<file path="config.mk">
export PLATFORM = sky130hd
export DESIGN_NAME = uart_tx_arbiter_flat
export DESIGN_NICKNAME = d
export VERILOG_FILES = /design/src/rtl/uart_tx_arbiter_if.sv /design/src/rtl/uart_tx_arbiter.sv /design/src/flat_wrapper.sv
export SDC_FILE = /design/constraint.sdc
export NUM_CORES = 1
export LEC_CHECK = 0
export ABC_AREA = 1
export BUFFER_PORTS_ARGS = -buffer_cell sky130_fd_sc_hd__buf_2
export CORE_MARGIN = 1
export CORE_UTILIZATION = 48
export DETAILED_ROUTE_END_ITERATION = 8
export GPL_TIMING_DRIVEN = 0
export PLACE_DENSITY = 0.75
export REMOVE_ABC_BUFFERS = 1
export SYNTH_ARGS = -nofsm -noshare
export SYNTH_HDL_FRONTEND = slang
export SYNTH_SLANG_ARGS = --single-unit
</file>
<file path="constraint.sdc">
create_clock -name clk -period 1.5 [get_ports clk]
set_input_delay 0.3 -clock clk [delete_from_list [all_inputs] [get_ports clk]]
set_output_delay 0.3 -clock clk [all_outputs]
set_load 0.1 [all_outputs]
</file>
<file path="src/rtl/uart_tx_arbiter_if.sv">
// rtl/uart_tx_arbiter_if.sv - byte-source and buart-side signals of the UART TX arbiter
//
// Purpose: groups the two byte-source ports (A: CPU I/O, B: auxiliary) and the
// buart transmit handshake into one bundle.
// Signals:
//   a_wr/a_data/a_full          port A write strobe, byte, holding register occupied
//   b_wr/b_data/b_full/b_lock   port B write strobe, byte, occupied, keep-grant request
//   tx_wr/tx_data/tx_busy       buart write strobe, byte, transmitter busy
//   last_b                      last launched byte came from port B
// Modports:
//   master  byte sources plus buart (drives writes and tx_busy)
//   slave   the arbiter
interface uart_tx_arbiter_if;
  logic       a_wr;
  logic [7:0] a_data;
  logic       a_full;
  logic       b_wr;
  logic [7:0] b_data;
  logic       b_full;
  logic       b_lock;
  logic       tx_wr;
  logic [7:0] tx_data;
  logic       tx_busy;
  logic       last_b;

  modport master (
    output a_wr, a_data, b_wr, b_data, b_lock, tx_busy,
    input  a_full, b_full, tx_wr, tx_data, last_b
  );

  modport slave (
    input  a_wr, a_data, b_wr, b_data, b_lock, tx_busy,
    output a_full, b_full, tx_wr, tx_data, last_b
  );
endinterface

</file>
<file path="src/rtl/uart_tx_arbiter.sv">
// rtl/uart_tx_arbiter.sv - round-robin sharing of one buart transmitter between two byte sources
//
// Purpose: each port owns a one-byte holding register; an FSM picks a full
// register when the buart is idle, pulses tx_wr for one cycle, then waits for
// tx_busy to rise (bounded by BUSY_WAIT cycles) and fall before the next pick.
// Ports:
//   clk    system clock
//   reset  asynchronous reset, active high
//   bus    uart_tx_arbiter_if.slave (holding-register writes, buart handshake)
// Parameters:
//   BUSY_WAIT  cycles after tx_wr to wait for tx_busy before assuming the byte left
// Build option:
//   UART_ARB_LOCK_EN  when defined, a B launch with b_lock=1 keeps the grant on B
//                     for as long as b_lock stays high; otherwise b_lock is ignored.
module uart_tx_arbiter #(
  parameter int BUSY_WAIT = 4
) (
  input logic          clk,
  input logic          reset,
  uart_tx_arbiter_if.slave bus
);
  localparam int CW = $clog2(BUSY_WAIT) + 1;

  typedef enum logic [1:0] {IDLE, LAUNCH, WAIT_RISE, WAIT_FALL} state_t;

  state_t        state_q, state_d;
  logic          a_full_q, a_full_d;
  logic          b_full_q, b_full_d;
  logic [7:0]    a_data_q, a_data_d;
  logic [7:0]    b_data_q, b_data_d;
  logic          tx_wr_q, tx_wr_d;
  logic [7:0]    tx_data_q, tx_data_d;
  logic          last_b_q, last_b_d;
  logic [CW-1:0] cnt_q, cnt_d;
  logic          grant_a, grant_b;
  logic          locked;

`ifdef UART_ARB_LOCK_EN
  logic lock_q, lock_d;

  // The lock only holds while b_lock stays high; once it drops, a later rise
  // does not re-arm it until B launches again.
  assign locked = lock_q & bus.b_lock;

  always_comb begin
    lock_d = lock_q & bus.b_lock;
    if (grant_b) lock_d = bus.b_lock;
    if (grant_a) lock_d = 1'b0;
  end

  always_ff @(posedge clk or posedge reset) begin
    if (reset) lock_q <= 1'b0;
    else       lock_q <= lock_d;
  end
`else
  logic unused_b_lock;
  assign unused_b_lock = bus.b_lock;
  assign locked        = 1'b0;
`endif

  always_comb begin
    state_d   = state_q;
    a_full_d  = a_full_q;
    b_full_d  = b_full_q;
    a_data_d  = a_data_q;
    b_data_d  = b_data_q;
    tx_wr_d   = 1'b0;
    tx_data_d = tx_data_q;
    last_b_d  = last_b_q;
    cnt_d     = cnt_q;
    grant_a   = 1'b0;
    grant_b   = 1'b0;

    // Arbitration: only in IDLE with the buart free. On a tie the port that
    // did not send last wins.
    if (state_q == IDLE && !bus.tx_busy) begin
      if (locked) begin
        grant_b = b_full_q;
      end else if (a_full_q && b_full_q) begin
        grant_a = last_b_q;
        grant_b = !last_b_q;
      end else begin
        grant_a = a_full_q;
        grant_b = b_full_q;
      end
    end

    case (state_q)
      IDLE: begin
        if (grant_a || grant_b) state_d = LAUNCH;
      end
      LAUNCH: begin
        state_d = WAIT_RISE;
        cnt_d   = '0;
      end
      WAIT_RISE: begin
        if (bus.tx_busy) begin
          state_d = WAIT_FALL;
        end else if (cnt_q == CW'(BUSY_WAIT - 1)) begin
          state_d = IDLE;
        end else if (cnt_q != {CW{1'b1}}) begin
          cnt_d = cnt_q + 1'b1;
        end
      end
      WAIT_FALL: begin
        if (!bus.tx_busy) state_d = IDLE;
      end
      default: state_d = IDLE;
    endcase

    // The grant registers the byte so that tx_wr/tx_data are visible, and the
    // holding register already released, during the LAUNCH cycle.
    if (grant_a) begin
      tx_wr_d   = 1'b1;
      tx_data_d = a_data_q;
      last_b_d  = 1'b0;
      a_full_d  = 1'b0;
    end
    if (grant_b) begin
      tx_wr_d   = 1'b1;
      tx_data_d = b_data_q;
      last_b_d  = 1'b1;
      b_full_d  = 1'b0;
    end

    // Testing the post-release value lets a write in the release cycle load.
    if (bus.a_wr && !a_full_d) begin
      a_full_d = 1'b1;
      a_data_d = bus.a_data;
    end
    if (bus.b_wr && !b_full_d) begin
      b_full_d = 1'b1;
      b_data_d = bus.b_data;
    end
  end

  always_ff @(posedge clk or posedge reset) begin
    if (reset) begin
      state_q   <= IDLE;
      a_full_q  <= 1'b0;
      b_full_q  <= 1'b0;
      a_data_q  <= 8'h00;
      b_data_q  <= 8'h00;
      tx_wr_q   <= 1'b0;
      tx_data_q <= 8'h00;
      last_b_q  <= 1'b1;
      cnt_q     <= '0;
    end else begin
      state_q   <= state_d;
      a_full_q  <= a_full_d;
      b_full_q  <= b_full_d;
      a_data_q  <= a_data_d;
      b_data_q  <= b_data_d;
      tx_wr_q   <= tx_wr_d;
      tx_data_q <= tx_data_d;
      last_b_q  <= last_b_d;
      cnt_q     <= cnt_d;
    end
  end

  assign bus.a_full  = a_full_q;
  assign bus.b_full  = b_full_q;
  assign bus.tx_wr   = tx_wr_q;
  assign bus.tx_data = tx_data_q;
  assign bus.last_b  = last_b_q;
endmodule

</file>
<file path="src/flat_wrapper.sv">
// flat-port wrapper written by rule: the top's interface ports become plain ports
module uart_tx_arbiter_flat 
#(
  parameter int BUSY_WAIT = 4
)
  (clk, reset, bus_a_wr, bus_a_data, bus_b_wr, bus_b_data, bus_b_lock, bus_tx_busy, bus_a_full, bus_b_full, bus_tx_wr, bus_tx_data, bus_last_b);
  uart_tx_arbiter_if bus_i ();
  input logic clk;
  input logic reset;
  input wire logic [$bits(bus_i.a_wr)-1:0] bus_a_wr;
  input wire logic [$bits(bus_i.a_data)-1:0] bus_a_data;
  input wire logic [$bits(bus_i.b_wr)-1:0] bus_b_wr;
  input wire logic [$bits(bus_i.b_data)-1:0] bus_b_data;
  input wire logic [$bits(bus_i.b_lock)-1:0] bus_b_lock;
  input wire logic [$bits(bus_i.tx_busy)-1:0] bus_tx_busy;
  output wire logic [$bits(bus_i.a_full)-1:0] bus_a_full;
  output wire logic [$bits(bus_i.b_full)-1:0] bus_b_full;
  output wire logic [$bits(bus_i.tx_wr)-1:0] bus_tx_wr;
  output wire logic [$bits(bus_i.tx_data)-1:0] bus_tx_data;
  output wire logic [$bits(bus_i.last_b)-1:0] bus_last_b;
  assign bus_i.a_wr = bus_a_wr;
  assign bus_i.a_data = bus_a_data;
  assign bus_i.b_wr = bus_b_wr;
  assign bus_i.b_data = bus_b_data;
  assign bus_i.b_lock = bus_b_lock;
  assign bus_i.tx_busy = bus_tx_busy;
  assign bus_a_full = bus_i.a_full;
  assign bus_b_full = bus_i.b_full;
  assign bus_tx_wr = bus_i.tx_wr;
  assign bus_tx_data = bus_i.tx_data;
  assign bus_last_b = bus_i.last_b;
  uart_tx_arbiter #(.BUSY_WAIT(BUSY_WAIT)) u_core (.clk(clk), .reset(reset), .bus(bus_i));
endmodule
</file>
==> impl_metrics.csv, run 1 <==
group,metric,value,unit
global_routing,grt_util_all_layers,0.1979,
die,core,3103,um2
critical_path,startpoint_type,"register",
placed_design,hpwl,2.087,mm
flow_run,max_cap_viol_count,0,
critical_path,timing.rr.start,"u_core.state_q[0]",
logic_synthesis,syn_area,1603,um2
critical_path,critical_path.cell_chain,"buf_6",
layout,layout.nets,257,
worst_hold_path,hp-class,"in2reg",
die,ios,34,
logic_synthesis,avgSynthCellArea,8.711,um2
placed_design,globalplace.congestion,0.7514,
logic_synthesis,yosysSeqAreaShare,0.5160,
critical_path,crit_path_max_fanout,3,
layout,antennaDiodeCount,0,
drt,postRouteAntennaNets,0,
layout,finalNonFillerCells,277,
drt,drc,0,
run_status,outcome,"finished, final reports clean",
drt,dr.pass1.iters,4,
clock_tree,h-tree-depth,2,
die,die_h,59.79,um
die,die_area,3574,um2
critical_path,endpoint_kind,"primary output",
clock_tree,cts_root_buf,"clkbuf_4",
critical_path,path_class,"reg2out",
global_routing,grt_pass1_wl,5.057,mm
placed_design,placed_cells,257,
clock_tree,cts_buffers,5,
timing,max_freq,693.5,MHz
die,initial_core_util,0.5165,
critical_path,worstPathRequired,1.20,ns
timing,tightest_slew,1.205,ns
critical_path,reg2reg_to,"u_core.bus.tx_data[1]",
layout,final_util,0.6548,
critical_path,worstSetupPathDepth,1,
logic_synthesis,ys_seq_elements,33,
clock_tree,clk_latency,0.34,ns
drt,vias,1308,
timing,slew_headroom,0.1956,
logic_synthesis,netlist_instances,184,
critical_path,r2r_cells,8,
logic_synthesis,ys_warn_count,0,
timing,clock_skew,0.009394,ns
drt,routedWlPerCell,11.20,um
critical_path,r2r_slack,0.10,ns
clock_tree,holdBufCountCts,0,
critical_path,cp_slowest_stage_delay,0.58,ns
clock_tree,path_clk_slew,0.10,ns
critical_path,cpLargestDelayFamily,"flip-flops",
global_routing,grt_max_degree,34,
critical_path,crit_buf_inv,1,
logic_synthesis,ys_types,23,
global_routing,grt_overflow,0,
worst_hold_path,worstHoldStart,"bus_b_data[6]",
timing,finalSetupViolCount,0,
global_routing,grt_pass1_vias,1174,
critical_path,slowest_stage,"dfstp_2",
layout,area_growth,26.78,%
drt,drt_iter0_drc,62,
timing,tns,0,ns
worst_hold_path,min_path_cells,3,
clock_tree,clock_path_buffers,2,
placed_design,place.port_buffers,32,
drt,wirelength,3.102,mm
die,die_w,59.79,um
clock_tree,tritoncts,"done",
timing,maxSlewViolCount,0,
timing,period_minus_slack,1.442,ns
die,row_count,20,
clock_tree,clock-sinks,33,
timing,hold_viol_final,0,
drt,viasPerCell,4.722,
global_routing,antenna_found_initial,0,
worst_hold_path,hold_end,"u_core.b_data_q[6]",
critical_path,worstPathArrival,1.14,ns
layout,drive_above_1_share,0.3476,
timing,fin_crit_sh,0.9613,
==> tightest hold or removal path: stages <==
cell and delay (ns):
buf_2 0.07, nand2_1 0.04, nand2_1 0.04
==> worst max path at each step <==
stage,start,to,slack (ns)
finish,u_core.bus.last_b,bus_last_b,0.06
global route,u_core.state_q[0],u_core.b_data_q[1],-0.01
CTS,u_core.cnt_q[0],u_core.cnt_q[2],0.0009
detailed placement,u_core.cnt_q[0],u_core.cnt_q[2],-0.03
floorplan,u_core.bus.b_full,u_core.bus.tx_data[0],-0.47
global placement,u_core.cnt_q[0],u_core.cnt_q[2],-0.01
==> cells in the final DEF (no fill, tap or decap), drive strengths merged <==
| cell type | count |
|---|---|
| nor3 | 1 |
| nand3 | 14 |
| a21oi | 11 |
| ha | 3 |
| nand4 | 1 |
| a21boi | 1 |
| o21ai | 2 |
| nand2 | 72 |
| nor2 | 12 |
| inv | 22 |
| dfstp | 1 |
| nand3b | 8 |
| o211ai | 1 |
| bufinv | 1 |
| clkbuf | 7 |
| dfrtp | 32 |
| buf | 44 |
==> area by class of cell <==
cell class | instances | area (um2)
Sequential cell | 33 | 828.3
Inverter | 22 | 82.58
Fill cell | 281 | 1071
Tap cell | 44 | 55.05
Timing Repair Buffer | 44 | 265.3
Clock inverter | 1 | 30.03
Clock buffer | 7 | 55.05
Multi-Input combinational cell | 126 | 715.7
==> synth_stat cells (all sizes together) <==
cell type,number,area share
dfstp,1,0.016
ha,3,0.023
nor2,12,0.033
nand2,72,0.19
a21boi,1,0.0047
o21ai,2,0.0062
o211ai,1,0.0047
nand4,1,0.0039
nand3b,8,0.037
buf,2,0.014
a21oi,11,0.067
nor3,1,0.0031
inv,22,0.052
dfrtp,32,0.50
nand3,14,0.044
clkbuf,1,0.0023
==> what timing repair did <==
item                                   4_1_cts  5_1_grt
setup endpoints to repair                   24       23
resized for setup                            7       11
cloned                                       0        0
endpoints found under the hold margin        0        0
pin swaps                                    1       10
setup buffers                                1       11
==> cells by family (layout without fill, tap and decap cells) <==
kind of cell | Yosys count | after routing | share of synthesized area
buf+inv | 25 | 74 | 0.06791
fa+ha+maj | 3 | 3 | 0.02342
compound gates | 15 | 15 | 0.08274
flops | 33 | 33 | 0.5160
simple gates | 108 | 108 | 0.3099
==> state kept, by name, indices dropped and copies added (netlist names) <==
name	count
u_core.bus.tx_wr	1
u_core.bus.last_b	1
u_core.b_data_q	8
u_core.bus.a_full	1
u_core.state_q	2
u_core.a_data_q	8
u_core.cnt_q	3
u_core.bus.tx_data	8
u_core.bus.b_full	1
==> per-stage QoR <==
step                      setup slack [ns]  hold WS, ns  instance area (um2)
after global routing              -0.01206       0.1430                 2032
after floorplan                    -0.4693       0.3994                 1577
final                              0.05807       0.1507                 2032
after global placement            -0.01325       0.4561                 1792
after detailed placement          -0.02672       0.4563                 1792
after CTS                        0.0009059       0.1478                 1908
==> routing by layer <==
metal | vias up | GRT usage | wire, um
li1 | 672 | - | -
met1 | 592 | 0.2612 | 1379
met2 | 39 | 0.3048 | 1523
met3 | 5 | 0.06494 | 155
met4 | 0 | 0.06977 | 42
met5 | - | 0 | 0
Power of run 1 is not shown: default switching activity piles up to over one toggle a cycle in this logic, so the estimate is an artifact.
==> run 2: changes to the inputs <==
--- a/config.mk
+++ b/config.mk
@@ -12,7 +12,6 @@
 export DETAILED_ROUTE_END_ITERATION = 8
 export GPL_TIMING_DRIVEN = 0
 export PLACE_DENSITY = 0.75
-export REMOVE_ABC_BUFFERS = 1
 export SYNTH_ARGS = -nofsm -noshare
 export SYNTH_HDL_FRONTEND = slang
 export SYNTH_SLANG_ARGS = --single-unit
==> run 2 against run 1 <==
Net effect: worst hold slack got worse by 0.13 ns; clock-buffer cell count stayed put; global-route usage increased by 0.64 points; die area did not move; sequential cell count did not move; cell area is 0.31% higher; largest cell class unchanged.
==> impl_metrics.csv, run 2 (synthesis gave the netlist of run 1 again) <==
group,metric,value,unit
timing,finalSetupViolCount,0,
die,initial_core_util,0.5165,
placed_design,placed_cells,259,
die,core,3103,um2
layout,final_util,0.6569,
flow_run,max_cap_viol_count,0,
layout,antennaDiodeCount,0,
layout,drive_above_1_share,0.3519,
critical_path,r2r_slack,0.02,ns
timing,tightest_slew,0.6319,ns
critical_path,timing.rr.start,"u_core.bus.last_b",
placed_design,hpwl,2.230,mm
die,row_count,20,
die,ios,34,
critical_path,cpLargestDelayFamily,"flip-flops",
power,peakVddDrop,0.9254,mV
clock_tree,cts_root_buf,"clkbuf_4",
drt,wirelength,3.170,mm
drt,drt_iter0_drc,41,
drt,dr.pass1.iters,4,
clock_tree,tritoncts,"done",
layout,finalNonFillerCells,277,
die,die_area,3574,um2
critical_path,worstPathArrival,1.20,ns
global_routing,grt_pass1_wl,5.250,mm
drt,drc,0,
critical_path,cp_slowest_stage_delay,0.68,ns
logic_synthesis,synthesis.nets,209,
drt,vias,1348,
critical_path,worstSetupEndpoint,"bus_last_b",
critical_path,critical_path.cell_chain,"buf_12",
clock_tree,cts_buffers,5,
timing,max_freq,667.9,MHz
layout,final_common_cell,"nand2_1",
timing,rsz0062_at_grt,"yes",
worst_hold_path,hp-class,"in2async",
global_routing,grt_pass1_vias,1260,
timing,hold_viol_final,0,
clock_tree,clock-sinks,33,
timing,maxSlewViolCount,0,
critical_path,path_class,"reg2out",
global_routing,antenna_found_initial,0,
drt,routedWlPerCell,11.44,um
power,power.density,2523,nW/um2
die,die_w,59.79,um
clock_tree,clock_path_buffers,2,
critical_path,r2r_cells,7,
clock_tree,clk_latency,0.34,ns
critical_path,slowest_stage,"dfstp_4",
critical_path,startpoint_type,"register",
global_routing,grt_util_all_layers,0.2042,
placed_design,place.port_buffers,31,
clock_tree,h-tree-depth,2,
layout,area_growth,27.17,%
timing,slew_headroom,0.5783,
layout,mostFrequentLayoutCells,"64 x nand2_1, 30 x dfrtp_1, 28 x buf_2, 17 x inv_1, 13 x nand3_1",
timing,period_minus_slack,1.497,ns
critical_path,crit_buf_inv,1,
layout,layout.nets,257,
die,die_h,59.79,um
critical_path,worstSetupPathDepth,1,
drt,postRouteAntennaNets,0,
critical_path,crit_path_max_fanout,3,
global_routing,grt_max_degree,34,
clock_tree,path_clk_slew,0.10,ns
timing,fin_crit_sh,0.9981,
run_status,outcome,"finished, final reports clean",
timing,clock_skew,0.004695,ns
placed_design,globalplace.congestion,0.7522,
critical_path,reg2reg_to,"u_core.bus.a_full",
layout,n_fill_cell,292,
drt,viasPerCell,4.866,
critical_path,worstPathRequired,1.20,ns
critical_path,endpoint_kind,"primary output",
power,leakagePower,1.093,nW
critical_path,crit_start,"u_core.bus.last_b",
global_routing,grt_overflow,0,
## run 2: cell types whose count changed in the layout (fill, tap and decap cells not counted), sizes merged
cell and change:
clkbuf +1, clkinv +1, bufinv -1, buf -1
## run 2: worst min-delay path by stage
stage / start / to / cells after the start
after floorplan: bus_b_data[0] / u_core.b_data_q[0] / 2
after global placement: u_core.b_data_q[4] / u_core.b_data_q[4] / 2
after detailed placement: u_core.b_data_q[3] / u_core.b_data_q[3] / 2
after CTS: bus_b_data[0] / u_core.b_data_q[0] / 3
after global routing: reset / u_core.b_data_q[5] / 2
final: reset / u_core.cnt_q[2] / 2
## run 2: stage by stage
stage	total power [mW]	setup slack (ns)	instance area (um2)	hold WS (ns)	TNS [ns]
floorplan	3.862	-0.03888	1624	0.4096	-0.5338
global placement	4.288	-0.1248	1834	0.4544	-0.1807
detailed placement	4.355	-0.1366	1834	0.4571	-0.1991
CTS	4.992	0.006647	1934	0.1423	0
global route	5.512	-0.04733	2038	0.05885	-0.3725
finish	5.142	0.002790	2038	0.02367	0
## run 2: layout make-up
class / instances / area (um2) / share of cell area
multi-input combinational: 126 / 688.2 / 0.3376
clock buffer: 7 / 65.06 / 0.03192
clock inverter: 1 / 5.005 / 0.002455
sequential: 33 / 835.8 / 0.4101
timing repair buffer: 41 / 274.0 / 0.1344
inverter: 22 / 85.08 / 0.04174
buffer: 3 / 30.03 / 0.01473
tap: 44 / 55.05 / 0.02701
## run 2: layer usage
layer,track usage,wire length [um],vias to the layer above,part of all wire
met3,0.07792,165,8,0.052
met4,0.09302,63,0,0.020
li1,-,-,671,-
met2,0.3286,1530,33,0.48
met5,0,0,-,0
met1,0.2409,1410,636,0.44
## run 2: what timing repair did
item                       in CTS  in global routing
hold buffers                    0                  0
setup buffers                   1                  8
cloned                          0                  0
pin swaps                       1                  8
setup endpoints to repair      13                 25
resized for setup               7                  8
## run 2: power by group
part / total (mW) / internal, mW / leakage [nW] / switching [mW]
Sequential: 1.58 / 1.32 / 0.398 / 0.256
Clock: 0.570 / 0.271 / 0.0413 / 0.298
Combinational: 3.00 / 0.860 / 0.653 / 2.14
(Power assumes the default switching activity.)
